`config.mk`:
```
export PLATFORM = sky130hd
export DESIGN_NAME = shift_register_n
export DESIGN_NICKNAME = d
export VERILOG_FILES = /design/src/rtl/shift_register_n.sv
export SDC_FILE = /design/constraint.sdc
export NUM_CORES = 1
export LEC_CHECK = 0
export CAP_MARGIN = 20
export CORE_MARGIN = 2
export CORE_UTILIZATION = 48
export CTS_BUF_LIST = sky130_fd_sc_hd__clkbuf_8 sky130_fd_sc_hd__clkbuf_16
export CTS_CLUSTER_SIZE = 10
export DETAILED_ROUTE_END_ITERATION = 10
export PLACE_DENSITY = 0.9
export SYNTH_ARGS = -nofsm -noshare
export SYNTH_HDL_FRONTEND = slang
export SYNTH_SLANG_ARGS = --single-unit
```
`constraint.sdc`:
```
create_clock -name clk -period 2.1 [get_ports clk]
set_input_delay 0.21 -clock clk [delete_from_list [all_inputs] [get_ports clk]]
set_output_delay 0.21 -clock clk [all_outputs]
set_load 0.03 [all_outputs]
```
`src/rtl/shift_register_n.sv`:
```
// shift_register_n: multi-mode WIDTH-bit register with load/clear and start/busy/done multi-step shift/rotate.
// Optional parity output enabled by defining SHREG_PARITY_EN.
module shift_register_n #(
  parameter int WIDTH = 8,
  parameter logic [WIDTH-1:0] RESET_VAL = '0,
  localparam int AW = $clog2(WIDTH) + 1
) (
  input  logic             clk,
  input  logic             rst,
  input  logic             start,
  input  logic [2:0]       mode,
  input  logic [AW-1:0]    amt,
  input  logic [WIDTH-1:0] d,
  input  logic             sin,
  output logic [WIDTH-1:0] q,
  output logic             sout,
  output logic             busy,
  output logic             done
`ifdef SHREG_PARITY_EN
  ,
  output logic             parity
`endif
);
  localparam logic [2:0] M_HOLD = 3'b000;
  localparam logic [2:0] M_LOAD = 3'b001;
  localparam logic [2:0] M_SHL  = 3'b010;
  localparam logic [2:0] M_SHR  = 3'b011;
  localparam logic [2:0] M_ROL  = 3'b100;
  localparam logic [2:0] M_ROR  = 3'b101;
  localparam logic [2:0] M_CLR  = 3'b111;
  typedef enum logic [1:0] {IDLE, RUN, DONE} state_t;
  state_t state;
  logic [2:0] lmode;
  logic [AW-1:0] cnt;
  logic [WIDTH-1:0] sh_q, q_nxt;
  logic sh_out, single;
  always_comb begin
    sh_q   = lmode == M_SHL ? {q[WIDTH-2:0], sin} :
             lmode == M_SHR ? {sin, q[WIDTH-1:1]} :
             lmode == M_ROL ? {q[WIDTH-2:0], q[WIDTH-1]} :
             lmode == M_ROR ? {q[0], q[WIDTH-1:1]} :
                              {q[WIDTH-1], q[WIDTH-1:1]};
    sh_out = (lmode == M_SHL || lmode == M_ROL) ? q[WIDTH-1] : q[0];
    single = mode == M_HOLD || mode == M_LOAD || mode == M_CLR;
    q_nxt  = state == RUN ? sh_q :
             (state == IDLE && start && mode == M_LOAD) ? d :
             (state == IDLE && start && mode == M_CLR) ? '0 : q;
  end
  always_ff @(posedge clk or posedge rst) begin
    if (rst) begin
      q     <= RESET_VAL;
      sout  <= 1'b0;
      busy  <= 1'b0;
      done  <= 1'b0;
      state <= IDLE;
      cnt   <= '0;
      lmode <= '0;
    end else begin
      q <= q_nxt;
      case (state)
        IDLE: begin
          done <= 1'b0;
          if (start) begin
            if (single || amt == '0) begin
              state <= DONE;
              done  <= 1'b1;
            end else begin
              lmode <= mode;
              cnt   <= amt > AW'(WIDTH) ? AW'(WIDTH) : amt;
              state <= RUN;
              busy  <= 1'b1;
            end
          end
        end
        RUN: begin
          sout <= sh_out;
          cnt  <= cnt - 1'b1;
          if (cnt == AW'(1)) begin
            state <= DONE;
            busy  <= 1'b0;
            done  <= 1'b1;
          end
        end
        default: begin
          done  <= 1'b0;
          state <= IDLE;
        end
      endcase
    end
  end
`ifdef SHREG_PARITY_EN
  always_ff @(posedge clk or posedge rst)
    parity <= rst ? ^RESET_VAL : ^q_nxt;
`endif
endmodule
```
# Word level (Yosys, flattened, before mapping)
# Index checks and enable logic that the tools add are counted.
[word_totals]
regBits = 20
out_inout_bits = 11
[classes]
n_eq_ne = 12
magnitude_cmp = 1
bitwise = 1
add_sub_neg = 1
reduce_logical = 17
n_mux = 24
[ops]
columns = ["op", "count"]
rows = [
  ["8-bit two-way mux", 7],
  ["4-bit two-way mux", 3],
  ["3-bit == test, second input constant", 3],
  ["4-bit one-hot mux with 2 select lines", 1],
  ["1-bit two-way mux", 7],
  ["3-bit by 2-bit == test with 1-bit output, second input constant", 2],
  ["2-bit two-way mux", 3],
  ["3-bit AND reduction", 2],
  ["5-bit != test, second input constant", 1],
  ["4-bit by 1-bit == test with 1-bit output, second input constant", 1],
  ["4-bit > comparator, second input constant", 1],
  ["4-bit logical NOT", 1],
  ["1-bit logical OR", 4],
  ["2-bit != test, second input constant", 2],
  ["1-bit one-hot mux with 2 select lines", 2],
  ["2-bit one-hot mux with 2 select lines", 1],
  ["2-bit AND reduction", 2],
  ["4-bit AND reduction", 1],
  ["4-bit by 1-bit subtractor with 4-bit output, second input constant", 1],
  ["3-bit by 1-bit == test with 1-bit output, second input constant", 1],
  ["1-bit logical AND", 3],
  ["3-bit logical NOT", 1],
  ["3-bit nonzero test", 1],
  ["2-bit by 1-bit == test with 1-bit output, second input constant", 1],
  ["4 further kinds", 4],
]

# Depth between registers and ports, before layout
[logic_depth]
depth_word = 7
depth_mapped = 6
depth_no_buf = 5

# Least setup slack after synthesis
# Ideal clock, no wire load.
[synth_path]
path_kind = "register to register"
from = "register state[1]"
to = "register lmode[0]"
setup_time_ns = 0.125
path_buffers = 1
setup_slack_ns = 0.431
required_ns = 1.975
arrival_time_ns = 1.544
stages_incl_launch_ff = 6
cell_sequence = "dfrtp_1 > nand2b_1 > or4_1 > buf_2 > nor2_4 > mux2_2"
[synth_via]
elab_chain_len = 2
[synth_rtl]
columns = ["item", "line", "text"]
rows = [
  ["from (decl)", "32", "state_t state;"],
  ["from (signal assigned)", "55", "state <= IDLE;"],
  ["from (signal assigned)", "65", "state <= DONE;"],
  ["from (signal assigned)", "70", "state <= RUN;"],
  ["2-bit logical NOT", "60", "case (state)"],
  ["3-bit AND reduction (no line)", "-", ""],
  ["to (signal assigned)", "68", "lmode <= mode;"],
  ["to (decl)", "33", "logic [2:0] lmode;"],
]
# No other way between the ends.
# A chain may end at the register's enable or synchronous reset.

# Worst setup path in the final report
[layout_path]
from = "input port mode[1]"
to = "register lmode[2]"
[layout_via]
elab_chain_len = 6
elab_cells_between_ends = 8
classes_between = "eq/ne: 2; bitwise: 1; reduce/logical: 5"
[layout_rtl]
columns = ["item", "line", "text"]
rows = [
  ["from (decl)", "11", "input logic [2:0] mode,"],
  ["3-bit by 1-bit == test with 1-bit output or 3-bit logical NOT (tied branches)", "44", "single = mode == M_HOLD || mode == M_LOAD || mode == M_CLR;"],
  ["1-bit logical OR", "44", ""],
  ["1-bit logical OR (*)", "44", ""],
  ["1-bit logical OR (*)", "64", "if (single || amt == '0) begin"],
  ["1-bit inverter (no line) (*)", "-", ""],
  ["3-bit AND reduction (no line) (*)", "-", ""],
]
# Every way passes the cells marked *; elsewhere a longest branch is shown, timed or not.

==> results.md <==
- Final Max Tran Viols: 0
- CTS buffer count: 3
- Via density: 6.37
- Setup repair after global routing missed its margin: no
- Post-synthesis async set-or-reset flop share: 100%
- Worst R2R Path Depth: 3
- Largest net degree at the start of global routing: 21
- Via count: 1,204
- Hold Fails Final Rpt: 0
- Minimum setup slack in the final design: 228 ps
- Count of buffers added by post-CTS timing repair for setup: 0
- Netlist Area Pre-Place: 1200 sq um
- Post-CTS clock slew at the launch and capture registers of the worst setup and hold paths: 80 ps
- Post-synth EDFFs: 0
- Syn Area/Cell: 9.48 sq um
- Number of placed I/O pins: 30
- First drt pass iteration count: 4
- Setup violators final: 0
- Most frequent cells in the layout: sky130_fd_sc_hd__clkdlybuf4s50_1, sky130_fd_sc_hd__dfrtp_1, sky130_fd_sc_hd__a21oi_1
- Area growth from synthesis to layout: 33.5%
- Count of clock tree sinks: 20
- Worst setup path class: input pin to flop
- Library cell with the largest summed area after synthesis: sky130_fd_sc_hd__dfrtp_1
- Total die area: 2920 sq um
- Pwr Density: 1520 nW/um^2
- Worst reg2reg path endpoint: q[6]
- Max-cap viol count: 0
- Post-synthesis register bit count: 20
- Leading cell type in the layout, fill and taps excluded: sky130_fd_sc_hd__clkdlybuf4s50_1
- Final total power: 2450 uW
- Leak pwr: 0.000644 uW
- Synth top area cells: sky130_fd_sc_hd__dfrtp_1, sky130_fd_sc_hd__a221o_1, sky130_fd_sc_hd__a21oi_1
- Total nets after synthesis: 148
- Routed length per instance: 17.6 microns
- Vertical die dimension: 54.1 microns
- Die span in x: 54.1 microns
- Remaining max-slew budget at the tightest pin: 39.1%
- Biggest fanout along the worst timing path: 6
- Post-synthesis cell type count: 41
- H-tree depth: 1
- Diode count: 0
- Initial core utilization: 49.5%
- Starting DRT DRC Count: 53
- Worst Setup Slack post-DPL: -43.6 ps
- Cell Rows: 18
- Core area: 2430 sq um
- Worst min path class: input pin to asynchronous set/reset pin
- CTS tree: done
- Nature of the critical path startpoint: input pin
- Peak VDD IR: 0.767 mV
- Worst Path Arrival: 2020 ps
- Count of cells resized by post-cts repair: 0
- Outcome: finished, final reports clean
- Data required time at the worst endpoint: 2250 ps
- Global-route wire length before repair: 5.16 mm
- Deepest clock path buffer count: 2
- Share of post-route cells with drive strength above 1: 13.8%
- Antenna violations before repair: 0
- Register-to-register setup slack: 240 ps
- Least-Margin Pin Slew: 907 ps
- Final design utilization: 66.0%
- GRT Util Overall: 25.1%
- Reg2Reg Launch Point: state[1]
- Crit. End Element: flop
- Antenna-violating nets left: 0
- Number of port buffers: 29
- F_max: 0.534 GHz
- Number of cells produced by synthesis: 127
- Total wirelength of the detailed-routed design: 3.32 mm
- Final critical-path share of the clock period: 89.2%
- Final net count: 181
- Predominant post-synthesis flop cell: sky130_fd_sc_hd__dfrtp_1
- Cts hold-fix bufs: 0
- Number of global-route vias before repair: 1,158
- Routability-driven placement congestion ratio: 0.845
- DRC violations left: 0
- Skew final: 3.33 ps
- Area fraction of the dominant cell type after synthesis: 41.6%
- Worst-Skew Late Latency: 260 ps
- Share of synthesized area occupied by flip-flops and latches: 41.6%
- CTS Root Cell: sky130_fd_sc_hd__clkbuf_8
- Number of filler instances in the final layout: 195
- Detailed Place HPWL: 2.33 mm
- Synthesis Warnings: 0
- Global route total overflow: 0
- Clock period minus final worst setup slack: 1870 ps
==> per-stage QoR <==
step / hold WS [ps] / std cells / cell area [sq um] / TNS (ps)
2_1_floorplan: 174 / 127 / 1200 / 0
6_report: 382 / 189 / 1610 / 0
3_5_place_dp: 509 / 185 / 1550 / -123
3_3_place_gp: 503 / 185 / 1550 / 0
4_1_cts: 415 / 189 / 1610 / 0
5_1_grt: 466 / 189 / 1610 / 0
==> cells in the mapped netlist (2+ instances only) <==
cell                       number
sky130_fd_sc_hd__dfrtp_1       20
sky130_fd_sc_hd__a21oi_1       13
sky130_fd_sc_hd__o21ai_0       11
sky130_fd_sc_hd__a221o_1        7
sky130_fd_sc_hd__nand3_1        7
sky130_fd_sc_hd__clkbuf_1       6
sky130_fd_sc_hd__inv_1          6
sky130_fd_sc_hd__nor2_1         6
sky130_fd_sc_hd__nand2b_1       4
sky130_fd_sc_hd__xnor2_1        4
sky130_fd_sc_hd__a221oi_1       3
sky130_fd_sc_hd__mux2_2         3
sky130_fd_sc_hd__nor4_1         3
sky130_fd_sc_hd__a31oi_1        2
sky130_fd_sc_hd__buf_2          2
sky130_fd_sc_hd__ha_1           2
sky130_fd_sc_hd__nor2b_1        2
sky130_fd_sc_hd__o21bai_1       2
sky130_fd_sc_hd__or2_2          2
==> layout make-up <==
class                      instances  area [sq um]  share of cell area [%]
clock buffer                       4          55.1                    3.43
inverter                           7          26.3                    1.64
multi-input combinational         92           644                    40.1
sequential                        20           500                    31.2
tap                               30          37.5                    2.34
timing repair buffer              36           343                    21.3
==> flip-flops by register name, indices dropped and copies added (netlist names) <==
signal  cells
q           8
cnt         4
lmode       3
state       2
busy        1
done        1
sout        1
==> power by group <==
| group | internal, uW | switching [uW] | total [uW] |
|---|---|---|---|
| registers | 567 | 253 | 820 |
| logic | 583 | 742 | 1320 |
| clock network | 167 | 136 | 303 |
==> cell families (layout without fill, tap and decap cells) <==
family	count (synthesis)	after routing	share of synthesized area, %
AOI/OAI and AO/OA	46	46	25.9
and+or+nand+nor	35	35	18.3
DFF	20	20	41.6
buffers and inverters	15	47	4.89
xor gates and xnor gates	5	5	3.64
muxes	4	4	3.64
adders and majority gates	2	2	2.08
==> layer usage <==
metal  part of all wire (%)  GRT usage (%)  wire length (microns)  vias up
met5                      0              0                      0        -
met4                    2.9           13.8                     97        0
met3                    5.7           2.22                    188       13
met2                     50           42.5                   1670       63
met1                     41           31.3                   1360      587
li1                       -              -                      -      541
==> worst max-delay path: stages <==
cell and delay, ps:
sky130_fd_sc_hd__clkdlybuf4s50_1 430, sky130_fd_sc_hd__and3_4 180, sky130_fd_sc_hd__or4_1 660, sky130_fd_sc_hd__nor2_4 190, sky130_fd_sc_hd__mux2_2 350
==> worst max-delay path by stage <==
stage / end / slack (ps) / start / cells after the start
2_1_floorplan: lmode[0] / 430 / state[1] / 5
3_3_place_gp: lmode[0] / 10 / mode[1] / 5
3_5_place_dp: lmode[0] / -40 / mode[1] / 5
4_1_cts: lmode[2] / 230 / mode[1] / 5
5_1_grt: lmode[0] / 160 / mode[1] / 5
6_report: lmode[2] / 230 / mode[1] / 5
No activity file was read; power rests on OpenSTA's default activity.
